===== config.mk =====
export PLATFORM = sky130hd
export DESIGN_NAME = vend_controller
export DESIGN_NICKNAME = d
export VERILOG_FILES = /design/src/rtl/vend_pkg.sv /design/src/rtl/vend_timer.sv /design/src/rtl/vend_controller.sv
export SDC_FILE = /design/constraint.sdc
export NUM_CORES = 1
export LEC_CHECK = 0
export CORE_UTILIZATION = 40
export DETAILED_ROUTE_END_ITERATION = 12
export PLACE_DENSITY = 0.74
export SLEW_MARGIN = 30
export SYNTH_ARGS = -nofsm -noshare
export SYNTH_HDL_FRONTEND = slang
export SYNTH_SLANG_ARGS = --single-unit

===== constraint.sdc =====
create_clock -name clk_i -period 2.5 [get_ports clk_i]
set_input_delay 0.5 -clock clk_i [delete_from_list [all_inputs] [get_ports clk_i]]
set_output_delay 0.5 -clock clk_i [all_outputs]
set_load 0.01 [all_outputs]

===== src/rtl/vend_pkg.sv =====
// Shared types and constants for the vending controller.
//   state_t       : controller state encoding
//   *_VAL         : coin values in cents
//   PRICE_DEFAULT : default item price in cents
//   coin_value()  : priority coin decode (nickel > dime > quarter)
package vend_pkg;

  typedef enum logic [2:0] {
    IDLE,
    COLLECT,
    VEND,
    CHANGE,
    REFUND
  } state_t;

  localparam int unsigned NICKLE_VAL    = 5;
  localparam int unsigned DIME_VAL      = 10;
  localparam int unsigned QUARTER_VAL   = 25;
  localparam int unsigned PRICE_DEFAULT = 20;

  function automatic int unsigned coin_value(input logic nickle,
                                             input logic dime,
                                             input logic quarter);
    if (nickle)       return NICKLE_VAL;
    else if (dime)    return DIME_VAL;
    else if (quarter) return QUARTER_VAL;
    else              return 0;
  endfunction

endpackage


===== src/rtl/vend_timer.sv =====
// Inactivity timer for the coin collection phase.
// Down-counter loaded with TIMEOUT-1 on clear; expire is a single-cycle
// pulse on the TIMEOUT-th enabled cycle after the last clear.
//   clk     : clock, rising edge
//   rst_n   : asynchronous active-low reset
//   clear   : reload the counter (accepted coin, or not collecting)
//   enable  : count this cycle
//   expire  : terminal count reached while enabled
module vend_timer #(
  parameter int unsigned TIMEOUT = 255
) (
  input  logic clk,
  input  logic rst_n,
  input  logic clear,
  input  logic enable,
  output logic expire
);

  localparam int unsigned TW = (TIMEOUT > 1) ? $clog2(TIMEOUT) : 1;
  localparam logic [TW-1:0] LOAD = TW'(TIMEOUT - 1);

  logic [TW-1:0] remaining;

  always_ff @(posedge clk or negedge rst_n) begin
    if (!rst_n) begin
      remaining <= '0;
    end else if (clear) begin
      remaining <= LOAD;
    end else if (enable && (remaining != '0)) begin
      remaining <= remaining - 1'b1;
    end
  end

  // The controller leaves COLLECT on expire, which drops enable, so the
  // pulse cannot repeat.
  assign expire = enable && !clear && (remaining == '0);

endmodule


===== src/rtl/vend_controller.sv =====
// Vending sequencing controller.
// Accumulates coin pulses toward PRICE, issues a vend request, then returns
// change or a refund over valid/ready handshakes, and counts sales.
//   clk_i, rst_ni          : clock (rising edge), async active-low reset
//   nickle_i/dime_i/quarter_i : one-cycle coin pulses
//   cancel_i               : customer cancel (honoured only in COLLECT)
//   coin_ready_o           : coins accepted this cycle (combinational)
//   coin_reject_o          : registered pulse, a coin was returned
//   deposit_o              : accumulated deposit in cents
//   vend_valid_o/vend_ready_i     : dispense request handshake
//   change_valid_o/change_ready_i : change/refund handshake
//   change_amt_o, refund_o : change payload; refund_o=1 means no item vended
//   sales_o                : completed vends, wrapping counter
//
// state   | meaning
// --------+----------------------------------------------------------
// IDLE    | no deposit, waiting for the first coin
// COLLECT | deposit below price, accepting coins, inactivity timer runs
// VEND    | price reached, vend request held until dispenser accepts
// CHANGE  | item vended, returning deposit-PRICE
// REFUND  | cancelled or timed out, returning the whole deposit
module vend_controller
  import vend_pkg::*;
#(
  parameter int unsigned PRICE   = PRICE_DEFAULT,
  parameter int unsigned DW      = 6,
  parameter int unsigned TIMEOUT = 255,
  parameter int unsigned CW      = 16
) (
  input  logic          clk_i,
  input  logic          rst_ni,
  input  logic          nickle_i,
  input  logic          dime_i,
  input  logic          quarter_i,
  input  logic          cancel_i,
  output logic          coin_ready_o,
  output logic          coin_reject_o,
  output logic [DW-1:0] deposit_o,
  output logic          vend_valid_o,
  input  logic          vend_ready_i,
  output logic          change_valid_o,
  output logic [DW-1:0] change_amt_o,
  output logic          refund_o,
  input  logic          change_ready_i,
  output logic [CW-1:0] sales_o
);

  localparam logic [DW-1:0] PRICE_W = DW'(PRICE);

  state_t        state, state_nxt;
  logic [DW-1:0] deposit, deposit_nxt;
  logic [DW-1:0] change_amt, change_amt_nxt;
  logic          refund, refund_nxt;
  logic          vend_valid, vend_valid_nxt;
  logic          change_valid, change_valid_nxt;
  logic          reject, reject_nxt;
  logic [CW-1:0] sales, sales_nxt;

  logic          coin_ready;
  logic          coin_any;
  logic          coin_multi;
  logic          accept;
  logic [DW-1:0] coin_val;
  logic [DW-1:0] sum;
  logic          timer_clr;
  logic          timer_en;
  logic          timer_expire;

  // Coin decode: only the highest-priority pulse is taken; the rest, or any
  // coin while busy, are returned via coin_reject_o on the next cycle.
  assign coin_ready = (state == IDLE) || (state == COLLECT);
  assign coin_any   = nickle_i | dime_i | quarter_i;
  assign coin_multi = (nickle_i & dime_i) | (nickle_i & quarter_i) | (dime_i & quarter_i);
  assign accept     = coin_ready && coin_any;
  assign coin_val   = DW'(coin_value(nickle_i, dime_i, quarter_i));
  assign sum        = deposit + coin_val;

  assign timer_en  = (state == COLLECT) && !accept;
  assign timer_clr = accept || (state != COLLECT);

  vend_timer #(
    .TIMEOUT (TIMEOUT)
  ) u_timer (
    .clk    (clk_i),
    .rst_n  (rst_ni),
    .clear  (timer_clr),
    .enable (timer_en),
    .expire (timer_expire)
  );

  // State register; every output except coin_ready_o is registered here.
  always_ff @(posedge clk_i or negedge rst_ni) begin
    if (!rst_ni) begin
      state        <= IDLE;
      deposit      <= '0;
      change_amt   <= '0;
      refund       <= 1'b0;
      vend_valid   <= 1'b0;
      change_valid <= 1'b0;
      reject       <= 1'b0;
      sales        <= '0;
    end else begin
      state        <= state_nxt;
      deposit      <= deposit_nxt;
      change_amt   <= change_amt_nxt;
      refund       <= refund_nxt;
      vend_valid   <= vend_valid_nxt;
      change_valid <= change_valid_nxt;
      reject       <= reject_nxt;
      sales        <= sales_nxt;
    end
  end

  // Next-state logic.
  always_comb begin
    state_nxt = state;
    case (state)
      IDLE: begin
        if (accept) begin
          state_nxt = (coin_val >= PRICE_W) ? VEND : COLLECT;
        end
      end
      COLLECT: begin
        // A coin arriving with cancel is added before cancel is considered.
        if (accept) begin
          if (sum >= PRICE_W)  state_nxt = VEND;
          else if (cancel_i)   state_nxt = REFUND;
        end else if (cancel_i || timer_expire) begin
          state_nxt = REFUND;
        end
      end
      VEND: begin
        if (vend_ready_i) begin
          state_nxt = (deposit == PRICE_W) ? IDLE : CHANGE;
        end
      end
      CHANGE, REFUND: begin
        if (change_ready_i) state_nxt = IDLE;
      end
      default: state_nxt = IDLE;
    endcase
  end

  // Output / datapath next values, registered alongside the state.
  always_comb begin
    deposit_nxt    = deposit;
    change_amt_nxt = change_amt;
    refund_nxt     = refund;
    sales_nxt      = sales;
    reject_nxt     = coin_ready ? coin_multi : coin_any;
    case (state)
      IDLE, COLLECT: begin
        if (accept) deposit_nxt = sum;
        if (state_nxt == REFUND) begin
          change_amt_nxt = deposit_nxt;
          refund_nxt     = 1'b1;
        end
      end
      VEND: begin
        if (vend_ready_i) begin
          sales_nxt = sales + CW'(1);
          if (state_nxt == IDLE) begin
            deposit_nxt = '0;
          end else begin
            change_amt_nxt = deposit - PRICE_W;
            refund_nxt     = 1'b0;
          end
        end
      end
      CHANGE, REFUND: begin
        if (change_ready_i) begin
          deposit_nxt    = '0;
          change_amt_nxt = '0;
          refund_nxt     = 1'b0;
        end
      end
      default: begin
        deposit_nxt    = '0;
        change_amt_nxt = '0;
        refund_nxt     = 1'b0;
      end
    endcase
    vend_valid_nxt   = (state_nxt == VEND);
    change_valid_nxt = (state_nxt == CHANGE) || (state_nxt == REFUND);
  end

  assign coin_ready_o   = coin_ready;
  assign coin_reject_o  = reject;
  assign deposit_o      = deposit;
  assign vend_valid_o   = vend_valid;
  assign change_valid_o = change_valid;
  assign change_amt_o   = change_amt;
  assign refund_o       = refund;
  assign sales_o        = sales;

endmodule


==> results of run 1 <==
## cell type report
type	count	area share, %
Clock buffer	6	2.19
Clock inverter	1	0.905
Inverter	9	1.17
Multi-Input combinational cell	190	41.4
Sequential cell	43	32.4
Tap cell	75	2.83
Timing Repair Buffer	71	19.0
## repair_timing
action | in CTS | in global routing
buffers inserted | 1 | 0
pin swaps | 8 | 9
gates resized for setup | 12 | 6
endpoints found under the setup margin | 12 | 8
## critical path: stages
cell and delay [ns]:
buf_6 0.09, a21o_1 0.19, ha_4 0.16, fa_2 0.36
a21o_1 0.19, a21oi_2 0.17, xor2_2 0.17, o211ai_2 0.14
o21ai_4 0.31, mux2_4 0.33
## state kept, by name (all words and copies together) (netlist names)
name               flops
deposit_o              6
refund_o               1
change_valid_o         1
state                  3
change_amt_o           6
sales_o               16
vend_valid_o           1
u_timer.remaining      8
coin_reject_o          1
## kinds of logic after synthesis
| logic type | after synthesis | share of synthesized area, % |
|---|---|---|
| buf+inv | 16 | 3.25 |
| fa+ha+maj | 11 | 5.70 |
| flops | 43 | 43.0 |
| xor+xnor | 22 | 7.70 |
| mux | 10 | 5.15 |
| compound gates | 58 | 16.3 |
| simple gates | 89 | 19.0 |
## path summary, 6_finish.rpt
| check | slack (ns) | endpoint | start | depth (start not counted) |
|---|---|---|---|---|
| max in group asynchronous | 1.87 | deposit_o[0] | rst_ni | 2 |
| max | 0.05 | change_amt_o[0] | quarter_i | 10 |
| min reg2reg | 0.47 | sales_o[15] | sales_o[15] | 1 |
| min in group clk_i | 0.47 | sales_o[15] | sales_o[15] | 1 |
| min | 0.27 | sales_o[15] | rst_ni | 2 |
| max reg2reg | 0.10 | change_amt_o[0] | deposit_o[0] | 8 |
## where the power goes
| group | leakage [nW] | internal [mW] | switching, mW | total, mW |
|---|---|---|---|---|
| Sequential | 0.532 | 0.888 | 0.207 | 1.10 |
| Combinational | 0.859 | 1.18 | 1.01 | 2.19 |
| Clock | 0.0513 | 0.293 | 0.225 | 0.518 |
## through the flow
step | power [mW] | setup TNS, ns | hold WS (ns) | instances | area, um2
2_1_floorplan | 2.41 | -1.17 | 0.204 | 249 | 2530
3_3_place_gp | 3.18 | -6.78 | 0.464 | 387 | 3190
3_5_place_dp | 3.26 | -7.80 | 0.467 | 387 | 3190
4_1_cts | 3.81 | 0 | 0.284 | 395 | 3290
5_1_grt | 4.09 | -0.127 | 0.317 | 395 | 3320
6_report | 3.80 | 0 | 0.266 | 395 | 3320
## per-layer routing
| layer | part of all wire, % | up-vias | track usage (%) | wire [um] |
|---|---|---|---|---|
| met5 | 0 | - | 0 | 0 |
| met4 | 1.7 | 0 | 7.14 | 93 |
| met3 | 3.8 | 7 | 3.60 | 208 |
| met2 | 49 | 45 | 31.1 | 2680 |
| met1 | 46 | 1004 | 22.5 | 2500 |
| li1 | - | 1029 | - | - |
## cells in the final DEF (no fill, tap or decap), types with 6 or more instances in the layout
cell type / count
nand2_1: 21
ha_1: 8
or3_1: 6
dfrtp_1: 43
nor2_1: 20
xor2_1: 7
xnor2_1: 14
o21ai_0: 13
a21oi_1: 11
nor3_1: 8
clkdlybuf4s50_1: 36
nand2b_1: 7
inv_1: 7
buf_4: 31
==> run metrics, run 1 <==
CTS Hold Bufs 0; worst-path maximum fanout 6; initial drt markers 128; Syn Area/Cell 10.0 um2; ant diodes 0; Clock Latency Late Sink 0.30 ns; sequential standard cell area 1080 um2; GRT overflow 0; path type of the worst setup path in -> reg; Vias/cell 5.28; Synth area leaders dfrtp_1 (43%), xnor2_1 (4.9%), ha_1 (4.5%); synth warn 0; initial antenna violation count 0; cts bufs inserted 5; WP data arrival 2.63 ns; Syn Std Cell Area 2500 um2; die area 6580 um2; WP data required 2.68 ns; synthesized instance count 249; Yosys cell types 60; root buf cell clkbuf_8; Final setup viols 0; clk_skew 0.00823 ns; first-pass GRT wire length 9.15 mm; final period utilization 98.0%; DP Worst Slack -0.718 ns; core area 5990 um2; die extent in y 81.1 um; Cell Rows 28; DR WL/cell 13.9 um; Worst Tran Pin Value 0.531 ns; wirelength, routed 5.47 mm; count leader, synth dfrtp_1; Routed Antenna Nets 0; vias post-DR 2085; CTS H-Tree Depth 2; GP Congestion 0.886; maximum number of pins on one net before global-route repair 44; sequential element share of the synthesized area 43.0%; RSZ-0062 raised after global routing true; DRT Pass-1 Iters 4; Hold Crit Class in -> async; Async SR Flop Fraction 100%; CTS tree yes; Worst IR Drop VDD 0.590 mV; Slew Viols, Final 0; top post-synthesis cells by count dfrtp_1 (43), nand2_1 (21), nor2_1 (20), xnor2_1 (14), o21ai_0 (13); Layout Utilization 55.4%; Sink Count 43; GR Util All Layers 18.2%; CTS Buffer Depth 2; share of cells above drive strength 1 21.3%; post-DP HPWL 4.22 mm; synthesis-stage register bit count 43; EDFF count, synth 0; syn_nets 267; setup ws final 0.0502 ns; area of the multi-input gates 1370 um2; Max Cap Viol 0; count of final hold-check violations 0; Initial Utilization 41.8%; commonest register cell after synthesis dfrtp_1; Pleak 1.44 nW; CTS clk-pin slew, worst paths 0.07 ns; Rel. slew slack 64.6%; share of the synthesized area in the top cell type 43.0%; status complete, no violations; Die W 81.1 um; fmax 408 MHz; Fillers 518; port bufs 40; Pwr Density 1150 nW/um2; vias in the first global route 2002; min Tclk post-route 2.45 ns; Final #Nets 338; Area growth syn-to-layout 32.5%; drc violations 0; Synth area leader dfrtp_1; CP Launch Type primary input; Worst setup EP type register; Top Ports 41
Note: power is estimated with default switching activity, not from simulation.
==> run 2, diff against run 1 <==
- CTS_CLUSTER_SIZE: not set -> 30
==> results of run 2 <==
The final DEF is identical to that of run 1; final timing and power are the same.
